==> src/rtl/nmea_src_arbiter_if.sv <==
// Signal bundle between the two GPS character sources, the arbiter and the parser.
// char0/char1 are single-cycle strobes with no backpressure. out_char is a single-cycle strobe that the parser must accept.
interface nmea_src_arbiter_if;
    logic [7:0] char0;
    logic       valid0;
    logic [7:0] char1;
    logic       valid1;
    logic [7:0] out_char;
    logic       out_valid;
    logic       parser_rst;
    logic [1:0] grant;
    logic [1:0] ovf;
    logic [7:0] abort_cnt;
    logic [1:0] dbg_state;
    logic [1:0] dbg_hunt;

    modport slave (
        input  char0, valid0, char1, valid1,
        output out_char, out_valid, parser_rst, grant, ovf, abort_cnt, dbg_state, dbg_hunt
    );

    modport master (
        output char0, valid0, char1, valid1,
        input  out_char, out_valid, parser_rst, grant, ovf, abort_cnt, dbg_state, dbg_hunt
    );
endinterface

==> src/rtl/nmea_src_arbiter.sv <==
// Two-source NMEA sentence arbiter: per-source sentence filters and FIFOs feeding one parser,
// granted a whole sentence at a time, round-robin, with abort on stall, overlength or restart.
module nmea_src_arbiter #(
    parameter int FIFO_DEPTH = 16,
    parameter int MAX_LEN    = 82,
    parameter int TIMEOUT    = 65535
) (
    input logic              clk,
    input logic              rst,
    nmea_src_arbiter_if.slave bus
);
    localparam int AW = $clog2(FIFO_DEPTH);
    localparam int LW = $clog2(MAX_LEN + 1);
    localparam logic [7:0] DOLLAR = 8'h24;
    localparam logic [7:0] LF     = 8'h0A;

    typedef enum logic [1:0] {ST_IDLE, ST_FWD, ST_ABORT} state_e;
    typedef enum logic {F_HUNT, F_IN} filt_e;

    state_e          state_q, state_d;
    filt_e           filt_q [2];
    filt_e           filt_d [2];
    logic [7:0]      mem_q  [2][FIFO_DEPTH];
    logic [AW:0]     wptr_q [2];
    logic [AW:0]     wptr_d [2];
    logic [AW:0]     rptr_q [2];
    logic [AW:0]     rptr_d [2];
    logic [1:0]      ovf_q, ovf_d;
    logic            g_q, g_d;
    logic            rr_q, rr_d;
    logic [LW-1:0]   len_q, len_d;
    logic [15:0]     to_q, to_d;
    logic [1:0]      grant_q, grant_d;
    logic [7:0]      out_char_q, out_char_d;
    logic            out_valid_q, out_valid_d;
    logic [7:0]      abort_cnt_q, abort_cnt_d;

    logic [7:0]      in_char [2];
    logic [1:0]      in_valid;
    logic [7:0]      head    [2];
    logic [1:0]      empty, full, elig, push, pop;

    assign in_char[0] = bus.char0;
    assign in_char[1] = bus.char1;
    assign in_valid   = {bus.valid1, bus.valid0};

    always_comb begin
        for (int s = 0; s < 2; s++) begin
            head[s]  = mem_q[s][rptr_q[s][AW-1:0]];
            empty[s] = (wptr_q[s] == rptr_q[s]);
            full[s]  = ((wptr_q[s] - rptr_q[s]) == (AW+1)'(FIFO_DEPTH));
            elig[s]  = !empty[s] && (head[s] == DOLLAR);
        end
    end

    // Input filter: only sentence characters reach the FIFO; overflow resynchronises on the next '$'.
    always_comb begin
        ovf_d = ovf_q;
        push  = 2'b00;
        for (int s = 0; s < 2; s++) begin
            filt_d[s] = filt_q[s];
            if (in_valid[s] && (filt_q[s] == F_IN || in_char[s] == DOLLAR)) begin
                if (full[s]) begin
                    ovf_d[s]  = 1'b1;
                    filt_d[s] = F_HUNT;
                end else begin
                    push[s]   = 1'b1;
                    filt_d[s] = (in_char[s] == LF) ? F_HUNT : F_IN;
                end
            end
        end
    end

    always_comb begin
        for (int s = 0; s < 2; s++) begin
            wptr_d[s] = wptr_q[s] + {{AW{1'b0}}, push[s]};
            rptr_d[s] = rptr_q[s] + {{AW{1'b0}}, pop[s]};
        end
    end

    always_comb begin
        state_d     = state_q;
        g_d         = g_q;
        rr_d        = rr_q;
        len_d       = len_q;
        to_d        = to_q;
        grant_d     = grant_q;
        out_char_d  = out_char_q;
        out_valid_d = 1'b0;
        abort_cnt_d = abort_cnt_q;
        pop         = 2'b00;
        unique case (state_q)
            ST_IDLE: begin
                len_d = '0;
                to_d  = '0;
                for (int s = 0; s < 2; s++) begin
                    if (!empty[s] && head[s] != DOLLAR) pop[s] = 1'b1;
                end
                if (elig != 2'b00) begin
                    g_d     = (elig == 2'b11) ? rr_q : elig[1];
                    grant_d = g_d ? 2'b10 : 2'b01;
                    state_d = ST_FWD;
                end
            end
            ST_FWD: begin
                if (!empty[g_q]) begin
                    // A '$' after the first character means the source restarted: leave it for re-arbitration.
                    if (head[g_q] == DOLLAR && len_q != '0) begin
                        state_d = ST_ABORT;
                    end else begin
                        pop[g_q]    = 1'b1;
                        out_valid_d = 1'b1;
                        out_char_d  = head[g_q];
                        len_d       = len_q + LW'(1);
                        to_d        = '0;
                        if (head[g_q] == LF) begin
                            state_d = ST_IDLE;
                            rr_d    = ~g_q;
                            grant_d = 2'b00;
                        end else if (len_q == LW'(MAX_LEN - 1)) begin
                            state_d = ST_ABORT;
                        end
                    end
                end else begin
                    to_d = to_q + 16'd1;
                    if (to_q == 16'(TIMEOUT - 1)) state_d = ST_ABORT;
                end
            end
            ST_ABORT: begin
                state_d = ST_IDLE;
                rr_d    = ~g_q;
                grant_d = 2'b00;
                len_d   = '0;
                to_d    = '0;
                if (abort_cnt_q != 8'hFF) abort_cnt_d = abort_cnt_q + 8'd1;
            end
            default: state_d = ST_IDLE;
        endcase
    end

    always_ff @(posedge clk) begin
        if (!rst) begin
            state_q     <= ST_IDLE;
            ovf_q       <= 2'b00;
            g_q         <= 1'b0;
            rr_q        <= 1'b0;
            len_q       <= '0;
            to_q        <= '0;
            grant_q     <= 2'b00;
            out_char_q  <= 8'h00;
            out_valid_q <= 1'b0;
            abort_cnt_q <= 8'h00;
            for (int s = 0; s < 2; s++) begin
                filt_q[s] <= F_HUNT;
                wptr_q[s] <= '0;
                rptr_q[s] <= '0;
            end
        end else begin
            state_q     <= state_d;
            ovf_q       <= ovf_d;
            g_q         <= g_d;
            rr_q        <= rr_d;
            len_q       <= len_d;
            to_q        <= to_d;
            grant_q     <= grant_d;
            out_char_q  <= out_char_d;
            out_valid_q <= out_valid_d;
            abort_cnt_q <= abort_cnt_d;
            for (int s = 0; s < 2; s++) begin
                filt_q[s] <= filt_d[s];
                wptr_q[s] <= wptr_d[s];
                rptr_q[s] <= rptr_d[s];
            end
        end
    end

    always_ff @(posedge clk) begin
        for (int s = 0; s < 2; s++) begin
            if (push[s]) mem_q[s][wptr_q[s][AW-1:0]] <= in_char[s];
        end
    end

    assign bus.out_char   = out_char_q;
    assign bus.out_valid  = out_valid_q;
    assign bus.parser_rst = (state_q == ST_ABORT);
    assign bus.grant      = grant_q;
    assign bus.ovf        = ovf_q;
    assign bus.abort_cnt  = abort_cnt_q;
    assign bus.dbg_state  = state_q;
    assign bus.dbg_hunt   = {filt_q[1] == F_HUNT, filt_q[0] == F_HUNT};
endmodule

==> src/flat_wrapper.sv <==
// flat-port wrapper written by rule: the top's interface ports become plain ports
module nmea_src_arbiter_flat 
#(
    parameter int FIFO_DEPTH = 16,
    parameter int MAX_LEN    = 82,
    parameter int TIMEOUT    = 65535
)
  (clk, rst, bus_char0, bus_valid0, bus_char1, bus_valid1, bus_out_char, bus_out_valid, bus_parser_rst, bus_grant, bus_ovf, bus_abort_cnt, bus_dbg_state, bus_dbg_hunt);
  nmea_src_arbiter_if bus_i ();
  input logic clk;
  input logic rst;
  input wire logic [$bits(bus_i.char0)-1:0] bus_char0;
  input wire logic [$bits(bus_i.valid0)-1:0] bus_valid0;
  input wire logic [$bits(bus_i.char1)-1:0] bus_char1;
  input wire logic [$bits(bus_i.valid1)-1:0] bus_valid1;
  output wire logic [$bits(bus_i.out_char)-1:0] bus_out_char;
  output wire logic [$bits(bus_i.out_valid)-1:0] bus_out_valid;
  output wire logic [$bits(bus_i.parser_rst)-1:0] bus_parser_rst;
  output wire logic [$bits(bus_i.grant)-1:0] bus_grant;
  output wire logic [$bits(bus_i.ovf)-1:0] bus_ovf;
  output wire logic [$bits(bus_i.abort_cnt)-1:0] bus_abort_cnt;
  output wire logic [$bits(bus_i.dbg_state)-1:0] bus_dbg_state;
  output wire logic [$bits(bus_i.dbg_hunt)-1:0] bus_dbg_hunt;
  assign bus_i.char0 = bus_char0;
  assign bus_i.valid0 = bus_valid0;
  assign bus_i.char1 = bus_char1;
  assign bus_i.valid1 = bus_valid1;
  assign bus_out_char = bus_i.out_char;
  assign bus_out_valid = bus_i.out_valid;
  assign bus_parser_rst = bus_i.parser_rst;
  assign bus_grant = bus_i.grant;
  assign bus_ovf = bus_i.ovf;
  assign bus_abort_cnt = bus_i.abort_cnt;
  assign bus_dbg_state = bus_i.dbg_state;
  assign bus_dbg_hunt = bus_i.dbg_hunt;
  nmea_src_arbiter #(.FIFO_DEPTH(FIFO_DEPTH), .MAX_LEN(MAX_LEN), .TIMEOUT(TIMEOUT)) u_core (.clk(clk), .rst(rst), .bus(bus_i));
endmodule
==> config.mk <==
export PLATFORM = sky130hd
export DESIGN_NAME = nmea_src_arbiter_flat
export DESIGN_NICKNAME = d
export VERILOG_FILES = /design/src/rtl/nmea_src_arbiter_if.sv /design/src/rtl/nmea_src_arbiter.sv /design/src/flat_wrapper.sv
export SDC_FILE = /design/constraint.sdc
export NUM_CORES = 1
export LEC_CHECK = 0
export BUFFER_PORTS_ARGS = -buffer_cell sky130_fd_sc_hd__buf_4
export CAP_MARGIN = 10
export CORE_MARGIN = 3
export CORE_UTILIZATION = 56
export DETAILED_ROUTE_END_ITERATION = 10
export PLACE_DENSITY = 0.73
export SYNTH_ARGS = -nofsm -noshare
export SYNTH_HDL_FRONTEND = slang
export SYNTH_SLANG_ARGS = --single-unit
==> constraint.sdc <==
create_clock -name clk -period 3.55 [get_ports clk]
set_input_delay 0.1775 -clock clk [delete_from_list [all_inputs] [get_ports clk]]
set_output_delay 0.1775 -clock clk [all_outputs]
set_load 0.03 [all_outputs]
==> key figures <==
Global route
  • Overflow after GRT: 0
  • Number of global-route vias before repair: 8,748
  • Initial antenna violation count: 0
  • Largest net degree at the start of global routing: 31
  • First-pass GRT wire length: 49,700 um
  • Tot GR Track Use: 24.0%

Timing
  • Maximum clock rate: 295 MHz
  • Endpoints failing setup: 0
  • Period minus WS final: 3.39 ns
  • Slew @ Worst Pin: 0.941 ns
  • Slew headroom: 37.0%
  • Setup TNS: 0 ns
  • Final hold viol count: 0
  • Fin Clk Skew: 0.0182 ns
  • Final max-slew violation count: 0
  • Fin crit share: 95.5%

Layout
  • Layout area overhead: 17.5%
  • Fill count: 1,702
  • Antenna diode count: 0
  • Share of layout cells above drive strength 1: 21.3%
  • Layout net count: 1,169
  • Final non-filler cell total: 1,470

Route
  • DR vias: 9,028
  • Drt wl/cell: 22.1 um
  • Routed wire length: 32,500 um
  • Initial drt markers: 1,022
  • Antenna viol nets, final: 0
  • Via-to-Cell Ratio: 6.14
  • Pre-Repair DR Iteration Count: 6
  • DRC: 0

Synth
  • Post-synthesis mux area share: 12.4%
  • Synth warn: 0
  • Simple-gate share of the synthesized area: 10.8%
  • Syn Std Cell Area: 0.0142 mm2
  • Cell variety after synth: 74
  • Post-synth EDFFs: 256
  • Synth top area share: 54.2%
  • Largest family of logic cells by synthesized area: multiplexers
  • Top_reg_cell synth: edfxtp_1
  • Syn avg cell area: 14.3 um2
  • Xor and xnor fraction of the mapped netlist area: 1.36%
  • Post-synthesis async set-or-reset flop share: 0%
  • Top post-synthesis cells by area: edfxtp_1 (54%), dfxtp_1 (9.9%), mux4_2 (5.2%)
  • Synth Area in Compound Gates: 6.84%
  • Seq cells post-synth: 326
  • Post-Synthesis Cells: 994
  • Yosys top cell by area: edfxtp_1
  • Sequential share of the synthesized area: 64.1%
  • Syn nets: 1,040
  • Synth Area in Adders: 2.29%

Worst setup path
  • CP Data Arrival Time: 3.77 ns
  • Startpoint types: flop
  • Critical path type: flop to flop
  • CP required: 3.92 ns
  • Peak fanout along the critical path: 6
  • Critical path capture point type: flop

Place
  • # port buffers: 45
  • HPWL Detailed: 21,700 um
  • Inst Count DP: 1,393
  • GP Congestion: 0.890

Pwr
  • Peak supply drop: 0.000556 V
  • Lkg Pwr: 5.65 nW
  • Pwr Total: 9.09 mW
  • Power density over cell area: 546 mW/mm2

Floorplan
  • Core area: 0.0246 mm2
  • Die area: 0.0273 mm2
  • Starting Density: 57.6%
  • I/O pin cnt: 46
  • Die width: 165 um
  • # rows: 57
  • Die span in y: 165 um

Flow run
  • Max Cap Violations: 0

Clock tree
  • Skew-Pair Late Insertion Delay: 0.51 ns
  • Clock Root Buffer: clkbuf_16
  • CTS tree: done
  • Number of CTS-inserted buffers: 34
  • CTS Sinks: 326
  • Clock-pin slew on the worst setup and hold paths: 0.06 ns
  • H-tree levels: 2
  • Maximum buffer depth of the clock tree: 3

Outcome
  • Status: finished clean

Worst hold path
  • Tightest Hold Check Type: input port to flop
sequential cells by signal (all words and copies together) (netlist names):
signal                flops
u_core.g_q                1
u_core.bus.ovf            2
u_core.len_q              7
u_core.filt_q             2
u_core.bus.dbg_state      2
u_core.wptr_q            10
u_core.rr_q               1
u_core.to_q              16
u_core.bus.abort_cnt      8
u_core.bus.grant          2
u_core.bus.out_char       8
u_core.mem_q            256
u_core.bus.out_valid      1
u_core.rptr_q            10
cell usage after synthesis (all sizes together), types with 4 or more instances:
cell type    n
edfxtp     256
nor2        95
dfxtp       70
mux2i       67
nand2       46
mux4        42
nand3       30
nor3        30
ha          26
a21oi       25
inv         24
o21ai       24
buf         22
clkbuf      19
a22oi       14
xor2        14
and2        13
nand2b      13
nand4       13
o22ai       11
mux2        10
or3         10
a31oi        8
and3         8
nand3b       8
nor2b        8
or4          8
xnor2        8
a22o         7
nor4         7
a221oi       5
a211oi       4
o32ai        4
logic make-up (layout without fill, tap and decap cells):
group | count (synthesis) | count (layout)
flip-flops | 326 | 326
AND/OR/NAND/NOR | 302 | 302
AO/OA/AOI/OAI | 134 | 134
multiplexers | 119 | 119
buffers and inverters | 65 | 217
adder cells (fa/ha/maj) | 26 | 26
XOR/XNOR | 22 | 22
power by group:
group | switching [mW] | internal, mW | leakage, nW
clock network | 1.39 | 2.10 | 0.535
registers | 0.0530 | 4.16 | 2.87
logic | 0.788 | 0.604 | 2.25
total | 2.23 | 6.86 | 5.65
layer usage:
layer | wire length [um] | track usage [%] | up-vias
met5 | 0 | 0 | -
met4 | 840 | 6.79 | 0
met3 | 2510 | 4.27 | 58
met2 | 14900 | 36.9 | 360
met1 | 14200 | 35.7 | 4481
li1 | - | - | 4129
through the flow:
stage	worst slack [ns]	utilization [%]	hold slack (ns)	cell area, um2
6_report	0.159	67.7	0.0206	16700
5_1_grt	-0.000141	67.7	0.0267	16700
4_1_cts	0.0404	66.9	0.00417	16500
3_5_place_dp	0.0811	62.1	0.447	15300
3_3_place_gp	0.127	62.1	0.434	15300
2_1_floorplan	0.0260	-	0.276	14200
cell type report:
type,instances,area [um2],share of cell area (%)
repair buffers,134,1120,6.73
clock inverters,11,139,0.834
inverters,24,90.1,0.541
clock buffers,48,955,5.73
multi-input cells,603,4840,29.1
well taps,324,405,2.43
flip-flops and latches,326,9100,54.7
path summary, 6_finish.rpt:
| path | start | slack [ns] | cells after the start | end |
|---|---|---|---|---|
| hold / removal | bus_char0[6] | 0.02 | 1 | u_core.mem_q[0][110]$_DFFE_PP_ |
| hold reg to reg | u_core.to_q[11]$_SDFFE_PN0P_ | 0.46 | 1 | u_core.to_q[11]$_SDFFE_PN0P_ |
| setup / recovery | u_core.rptr_q[0][0]$_SDFF_PN0_ | 0.16 | 14 | u_core.rptr_q[0][4]$_SDFF_PN0_ |
| setup reg to reg | u_core.rptr_q[0][0]$_SDFF_PN0_ | 0.16 | 14 | u_core.rptr_q[0][4]$_SDFF_PN0_ |
cells in the final DEF (no fill, tap or decap), types with 14 or more instances in the layout:
cell type	synthesis	routed
xor2_1	14	14
mux4_2	33	33
o21ai_0	24	24
mux2i_1	67	65
a21oi_1	25	25
clkbuf_16	0	36
inv_1	21	21
ha_1	26	25
nand3_1	30	30
buf_4	2	117
a22oi_1	14	14
dfxtp_1	70	67
nor3_1	30	30
nor2_1	95	94
nand2_1	46	46
edfxtp_1	256	256
repair_timing:
action	CTS	global route
endpoints found under the setup margin	0	13
hold endpoints to repair	104	0
hold buffers	9	0
gates resized for setup	0	17
setup buffers	0	8
worst max-delay path, cell delays in order, from the launching register on:
cell     delay [ns]
dfxtp_4        0.40
buf_4          0.18
mux4_2         0.52
mux2i_2        0.24
a22o_1         0.18
nor3_1         0.06
or4_4          0.54
o31a_1         0.28
inv_1          0.08
o22ai_1        0.09
ha_2           0.19
ha_1           0.20
nand3_1        0.10
xor2_1         0.14
nor2_1         0.05
(Power assumes the default switching activity.)
